File: src/rtl/imem_load_controller.sv
// imem_load_controller
// Arbitrates the single instruction-memory port between a byte-stream program
// loader and CPU instruction fetch. Bytes are packed big-endian into 32-bit
// words and written to byte addresses 0, 4, 8, ... until the halt word is seen.
// After a successful load, i_run hands the address port to the CPU PC until the
// CPU reports halt.
// Optional build macro IMEM_LOAD_TIMEOUT_EN: aborts a load with an error when
// a partially received word sees TIMEOUT_CYCLES consecutive cycles without a byte.
module imem_load_controller #(
  parameter int               NBITS     = 32,
  parameter int               CELDAS    = 60,
  parameter logic [NBITS-1:0] HALT_WORD = {NBITS{1'b1}}
`ifdef IMEM_LOAD_TIMEOUT_EN
  , parameter int             TIMEOUT_CYCLES = 1000
`endif
) (
  input  logic             i_clk,
  input  logic             i_reset,
  input  logic             i_load_start,
  input  logic [7:0]       i_rx_data,
  input  logic             i_rx_valid,
  output logic             o_rx_ready,
  input  logic             i_run,
  input  logic [NBITS-1:0] i_cpu_pc,
  input  logic             i_cpu_halt,
  output logic [NBITS-1:0] o_mem_addr,
  output logic             o_mem_we,
  output logic [NBITS-1:0] o_mem_wdata,
  output logic             o_cpu_enable,
  output logic             o_load_done,
  output logic             o_error,
  output logic [15:0]      o_word_count
);

  // Highest byte address that may still receive a word.
  localparam logic [NBITS-1:0] LAST_ADDR = NBITS'(CELDAS - 4);

  typedef enum logic [2:0] {
    S_IDLE,
    S_LOAD,
    S_WRITE,
    S_READY,
    S_RUN,
    S_DONE,
    S_ERROR
  } state_t;

  state_t           state_reg, state_next;
  logic [NBITS-1:0] addr_reg, addr_next;
  logic [NBITS-1:0] asm_reg, asm_next;
  logic [1:0]       byte_cnt_reg, byte_cnt_next;
  logic [15:0]      word_cnt_reg, word_cnt_next;
  logic             restart;

  logic rx_ready_reg;
  logic mem_we_reg;
  logic cpu_enable_reg;
  logic load_done_reg;
  logic error_reg;

`ifdef IMEM_LOAD_TIMEOUT_EN
  localparam int GAP_W = $clog2(TIMEOUT_CYCLES + 1);
  logic [GAP_W-1:0] gap_cnt_reg, gap_cnt_next;
`endif

  // Next-state and datapath decisions for the load/run sequencer.
  always_comb begin
    state_next    = state_reg;
    addr_next     = addr_reg;
    asm_next      = asm_reg;
    byte_cnt_next = byte_cnt_reg;
    word_cnt_next = word_cnt_reg;
    restart       = 1'b0;
`ifdef IMEM_LOAD_TIMEOUT_EN
    gap_cnt_next  = gap_cnt_reg;
`endif

    case (state_reg)
      S_IDLE: begin
        if (i_load_start) restart = 1'b1;
      end

      S_LOAD: begin
        // o_rx_ready is high in this state, so a valid byte always transfers.
        if (i_rx_valid) begin
          asm_next      = {asm_reg[NBITS-9:0], i_rx_data};
          byte_cnt_next = byte_cnt_reg + 2'd1;
          if (byte_cnt_reg == 2'd3) state_next = S_WRITE;
`ifdef IMEM_LOAD_TIMEOUT_EN
          gap_cnt_next = '0;
        end else if (byte_cnt_reg != 2'd0) begin
          // Only a partially assembled word can time out; it is dropped.
          if (gap_cnt_reg == GAP_W'(TIMEOUT_CYCLES - 1)) begin
            state_next    = S_ERROR;
            byte_cnt_next = 2'd0;
            gap_cnt_next  = '0;
          end else begin
            gap_cnt_next = gap_cnt_reg + GAP_W'(1);
          end
`endif
        end
      end

      S_WRITE: begin
        addr_next     = addr_reg + NBITS'(4);
        word_cnt_next = word_cnt_reg + 16'd1;
        if (asm_reg == HALT_WORD)     state_next = S_READY;
        else if (addr_next > LAST_ADDR) state_next = S_ERROR;
        else                          state_next = S_LOAD;
      end

      S_READY, S_DONE: begin
        // A new load takes priority over (re)starting execution.
        if (i_load_start)  restart    = 1'b1;
        else if (i_run)    state_next = S_RUN;
      end

      S_RUN: begin
        if (i_cpu_halt) state_next = S_DONE;
      end

      S_ERROR: begin
        if (i_load_start) restart = 1'b1;
      end

      default: state_next = S_IDLE;
    endcase

    if (restart) begin
      state_next    = S_LOAD;
      addr_next     = '0;
      byte_cnt_next = 2'd0;
      word_cnt_next = 16'd0;
`ifdef IMEM_LOAD_TIMEOUT_EN
      gap_cnt_next  = '0;
`endif
    end
  end

  // State, counters and registered status flags decoded from the next state.
  always_ff @(posedge i_clk or negedge i_reset) begin
    if (!i_reset) begin
      state_reg      <= S_IDLE;
      addr_reg       <= '0;
      asm_reg        <= '0;
      byte_cnt_reg   <= 2'd0;
      word_cnt_reg   <= 16'd0;
      rx_ready_reg   <= 1'b0;
      mem_we_reg     <= 1'b0;
      cpu_enable_reg <= 1'b0;
      load_done_reg  <= 1'b0;
      error_reg      <= 1'b0;
`ifdef IMEM_LOAD_TIMEOUT_EN
      gap_cnt_reg    <= '0;
`endif
    end else begin
      state_reg      <= state_next;
      addr_reg       <= addr_next;
      asm_reg        <= asm_next;
      byte_cnt_reg   <= byte_cnt_next;
      word_cnt_reg   <= word_cnt_next;
      rx_ready_reg   <= (state_next == S_LOAD);
      mem_we_reg     <= (state_next == S_WRITE);
      cpu_enable_reg <= (state_next == S_RUN);
      load_done_reg  <= (state_next == S_READY) || (state_next == S_DONE);
      error_reg      <= (state_next == S_ERROR);
`ifdef IMEM_LOAD_TIMEOUT_EN
      gap_cnt_reg    <= gap_cnt_next;
`endif
    end
  end

  assign o_rx_ready   = rx_ready_reg;
  assign o_mem_we     = mem_we_reg;
  assign o_cpu_enable = cpu_enable_reg;
  assign o_load_done  = load_done_reg;
  assign o_error      = error_reg;
  assign o_word_count = word_cnt_reg;
  assign o_mem_wdata  = asm_reg;
  // The CPU owns the address port only while it is running.
  assign o_mem_addr   = cpu_enable_reg ? i_cpu_pc : addr_reg;

endmodule

File: config.mk
export PLATFORM = sky130hd
export DESIGN_NAME = imem_load_controller
export DESIGN_NICKNAME = d
export VERILOG_FILES = /design/src/rtl/imem_load_controller.sv
export SDC_FILE = /design/constraint.sdc
export NUM_CORES = 1
export LEC_CHECK = 0
export ABC_AREA = 1
export CORE_MARGIN = 2
export CORE_UTILIZATION = 60
export CTS_BUF_LIST = sky130_fd_sc_hd__clkbuf_8
export CTS_CLUSTER_SIZE = 24
export DETAILED_ROUTE_END_ITERATION = 8
export DONT_BUFFER_PORTS = 1
export PLACE_DENSITY = 0.76
export SLEW_MARGIN = 20
export SYNTH_ARGS = -nofsm -noshare
export SYNTH_HDL_FRONTEND = slang
export SYNTH_SLANG_ARGS = --single-unit
File: constraint.sdc
create_clock -name i_clk -period 2.3 [get_ports i_clk]
set_input_delay 0.46 -clock i_clk [delete_from_list [all_inputs] [get_ports i_clk]]
set_output_delay 0.46 -clock i_clk [all_outputs]
set_load 0.005 [all_outputs]
# Word-level counts from Yosys, hierarchy flattened
# Index checks and enable logic that the tools add are counted.
# Widths: inputs -> output; s select.
# word_totals
ram_bits	0
out_inout_bits	85
latch_bits	0
memories	0
inputBits	46
elab_cells	57
regBits	90
mem_bits_ro	0
# classes
bitwise	0
n_mul	0
n_eq_ne	14
mux	19
div_mod_pow	0
order_cmp	1
reduce_logical	10
shifts	0
add_sub_neg	3
# ops
operator	count
$mux 32	3
$add 32x3->32 const B	1
$eq 32x32->1 const B	1
$gt 32x6->1 const B	1
$mux 16	2
$mux 3	8
$eq 3x3->1 const B	6
$add 16x1->16 const B	1
$pmux 3 s5	1
$eq 3x2->1 const B	4
$eq 3x1->1 const B	2
$mux 2	3
$reduce_bool 2->1	3
$reduce_and 2->1	2
$reduce_or 2->1	2
$reduce_or 4->1	1
$logic_not 3->1	1
$add 2x1->2 const B	1
$eq 2x2->1 const B	1
$mux 1	2
$logic_or 1x1->1	1

# Depth between registers and ports, before layout
# logic_depth
ltp_word	8
ltp_mapped	18
ltp_nobuf	17

# Least setup slack after synthesis
# OpenSTA, ideal clock, no wires.
# synth_timing
path_type	reg-to-reg
startpoint	register addr_reg[3]
endpoint	register rx_ready_reg (netlist: o_rx_ready)
path_slack_ns	0.274
setup_ns	0.071
path_buffers	0
arrival_ns	1.955
synth_period_minus_slack_ns	2.026
required_time_ns	2.229
stages_incl_launch_ff	17
path_cell_list	dfrtp_1 ha_1 nand2_1 nor2_4 nand2_4 nor2_4 nand2_1 xor2_1 nor2_2 nand2_1 nor2_2 nand2_1 nand3_1 nand2_1 nand2_1 nand2_1 nor2_1
# synth_between
elab_chain_cells	7
# synth_rtl
item	line_no	rtl
start, declared	49	logic [NBITS-1:0] addr_reg, addr_next;
start signal, assigned	158	addr_reg <= addr_next;
$add 32x3->32	105	addr_next = addr_reg + NBITS'(4);
$gt 32x6->1	108	else if (addr_next > LAST_ADDR) state_next = S_ERROR;
$mux 3	108	
$mux 3	107	if (asm_reg == HALT_WORD) state_next = S_READY;
$pmux 3 s5	78	case (state_reg)
$mux 3	129	if (restart) begin
$eq 3x1->1	162	rx_ready_reg <= (state_next == S_LOAD);
end signal, assigned	162	
end, declared	55	logic rx_ready_reg;
# No other way between the ends.
# A chain may end at the register's enable or synchronous reset.

# Final worst setup path
# layout_timing
startpoint	register addr_reg[5]
endpoint	register rx_ready_reg (netlist: o_rx_ready)
# layout_between
elab_chain_cells	7
# layout_rtl
item	line_no	rtl
$add 32x3->32	105	
$gt 32x6->1	108	
$mux 3	108	
$mux 3	107	
$pmux 3 s5	78	
$mux 3	129	
named net state_next[0]	48	state_t state_reg, state_next;
$eq 3x1->1	162	
# The timed path passes the listed nets, and every way through them passes these cells.

==> qor.yml <==
placer_congestion: 0.950
timing.hold.ws_ns: -0.224
tightest_slew_ns: 0.651
dp_slack_ns: -0.0218
layout.cells.most_common_list: "nand2_1, dfrtp_1, inv_1, o21ai_0, nor2_1"
final_min_period_over_clock_period_pct: 101
route.final.wire_length_mm: 12.8
first_pass_grt_wire_length_mm: 20.1
setup-tns-final_ns: -0.0261
nNetsFinal: 737
clock_path_buffers: 2
grt_start_max_net_pins: 89
ioPinCount: 131
min_path_type: "in2async"
route.detailed.wl_per_inst_um: 16.1
finalSetupViolations: 3
first_global_vias: 4313
timing.critical_path.from_type: "flop"
via_count: 4564
synthesis.instances: 671
timing.reg2reg.worst_path_depth: 16
mappedNetlistNets: 722
congestion_overflow_gr: 0
timing.fmax_mhz: 432
post_synth_instance_area_um2: 4980
part_of_the_yosys_area_used_for_sequential_elements_pct: 44.2
clock_sink_count: 88
smallest_setup_slack_after_layout_ns: -0.0127
final_antenna_net_count: 0
die_height_um: 95.1
numPlacedInstances: 769
antenna_cells: 0
final_common_cell: "nand2_1"
gr-usage-all-layers_pct: 28.3
critPathSlowestCell: "dfrtp_1"
required_time_worst_endpoint_ns: 2.56
number_of_antenna_violations_at_the_first_check_in_global_routing: 0
floorplan.initialDensity_pct: 61.3
synthToLayoutAreaGrowth_pct: 13.8
viasPerCell: 5.73
status: "finished with violations"
die_area_um2: 9050
num-fill-cells: 652
violations: "negative hold slack, negative setup slack"
grt_setup_unrepaired: "true"
drive_above_1_share_pct: 17.9
synthDominantCellAreaShare_pct: 44.2
num_rows: 33
drv_slew: 0
cts-htree-levels: 3
cts_buffers: 9
synth.area.top_cells: "dfrtp_1, nand2_1, o21ai_0"
final_cells: 796
cell_type_with_the_highest_aggregate_area_in_the_netlist: "dfrtp_1"
finalHoldViolations: 88
critical_path.endpoint_type: "flop"
worst_clock_skew_ns: 0.0154
clockRootBuffer: "clkbuf_8"
criticalPathCategory: "reg2reg"
synth_register_bits: 88
fin_crit_ns: 2.31
firstDrtPassIters: 6
peakVddDrop_mv: 1.21
later_pin_clock_latency_in_the_skew_report_ns: 0.36
timing.reg2reg.setup_slack_ns: -0.01
worstPathMaxFanout: 6
path_clk_slew_ns: 0.10
synthDistinctLibCells: 33
pwr_density_cell_nw_per_um2: 857
total_leakage_power_nw: 2.55
worstPathArrival_ns: 2.58
max-slew-margin-rel_pct: 56.6
critical_path.cell_chain: "inv_1, nor2_4, nand2_4, buf_4, nor3_1, nor2_2, nand2_1, nor2_2, nand3_1, nor2_4, nand2_2, nand2_1, nand2_2, nand3_4, inv_2, nor2_1"
core_area_um2: 8130
max_reg_flops: 32
maximum_single_stage_delay_on_the_critical_path_ns: 0.48
drv.max_cap_violation_count: 0
dr.first_iter.drc_count: 265
drc_errors: 0
detailed_place_hpwl_mm: 8.97
dieWidth_um: 95.1
io_buffer_count: 0
syn-mean-instance-area_um2: 7.43
yosys_warnings: 0
tritoncts: "built"
[area by class of cell]
class / count / area (um2) / share of cell area (%)
Clock inverter: 7 / 68.8 / 1.21
Timing Repair Buffer: 23 / 205 / 3.62
Tap cell: 105 / 131 / 2.32
Multi-Input combinational cell: 477 / 2610 / 46.0
Inverter: 87 / 327 / 5.76
Sequential cell: 88 / 2210 / 38.9
Clock buffer: 9 / 124 / 2.19
[final timing paths]
check / end / from
max in group asynchronous: o_cpu_enable / i_reset
worst min-delay path: addr_reg[29] / i_reset
worst max register to register: o_rx_ready / addr_reg[5]
worst min register to register: byte_cnt_reg[1] / byte_cnt_reg[1]
min in group i_clk: o_mem_wdata[3] / i_rx_data[3]
worst max-delay path: o_rx_ready / addr_reg[5]
[where the power goes]
group | switching, mW | internal (mW)
combinational | 0.912 | 0.548
sequential | 0.420 | 1.92
clock | 0.635 | 0.427
[critical path: cells and delay by family (launching register included)]
family / cells / cell delay [ns]
simple gates: 13 / 1.35
flops: 1 / 0.48
buf+inv: 3 / 0.37
[per-layer routing]
| layer | part of all wire (%) | track usage [%] | wire, um | up-vias |
|---|---|---|---|---|
| li1 | - | - | - | 2211 |
| met1 | 40 | 37.1 | 5120 | 2151 |
| met2 | 52 | 47.5 | 6620 | 187 |
| met3 | 7.5 | 5.30 | 959 | 15 |
| met4 | 0.79 | 9.54 | 101 | 0 |
| met5 | 0 | 0 | 0 | - |
[synthesized netlist by cell type]
master / number
a31oi_1: 4
or2_1: 1
clkinv_1: 1
inv_1: 83
nand2_1: 177
o22ai_1: 9
nand3_1: 38
nand2_4: 2
nor2_2: 6
a32oi_1: 1
nand3_2: 1
a22o_1: 1
mux2_2: 13
clkbuf_1: 18
buf_4: 1
nor2_1: 65
o21ai_0: 73
dfrtp_1: 88
nand4_1: 10
a22oi_1: 1
xor2_1: 8
a211oi_1: 2
nor3_1: 17
inv_2: 3
nor2_4: 6
a21oi_1: 23
nor4_1: 4
ha_1: 5
xor2_2: 1
nor3b_1: 3
a221oi_1: 2
nand2_2: 3
nand3b_1: 1
[cell families (layout without fill, tap and decap cells)]
group	count (synthesis)	count (layout)	synth area share, %
AND/OR/NAND/NOR	334	334	29.4
adder cells (fa/ha/maj)	5	5	1.26
multiplexers	13	13	2.94
XOR/XNOR	9	9	1.73
buffers and inverters	106	126	8.06
flip-flops	88	88	44.2
AO/OA/AOI/OAI	116	116	12.4
[stage by stage]
step / utilization [%] / cell area [um2] / power, mW
after global routing: 69.7 / 5670 / 5.19
after detailed placement: 63.2 / 5140 / 3.70
after floorplan: - / 4980 / 3.28
after CTS: 65.9 / 5360 / 4.77
final: 69.7 / 5670 / 4.86
after global placement: 63.2 / 5140 / 3.62
[what timing repair did]
| item | CTS | global route |
|---|---|---|
| gates resized for setup | 5 | 61 |
| endpoints found under the setup margin | 4 | 8 |
| endpoints found under the hold margin | 88 | 88 |
| setup buffers | 2 | 9 |
| pin swaps | 4 | 15 |
Note: power is estimated with default switching activity, not from simulation.
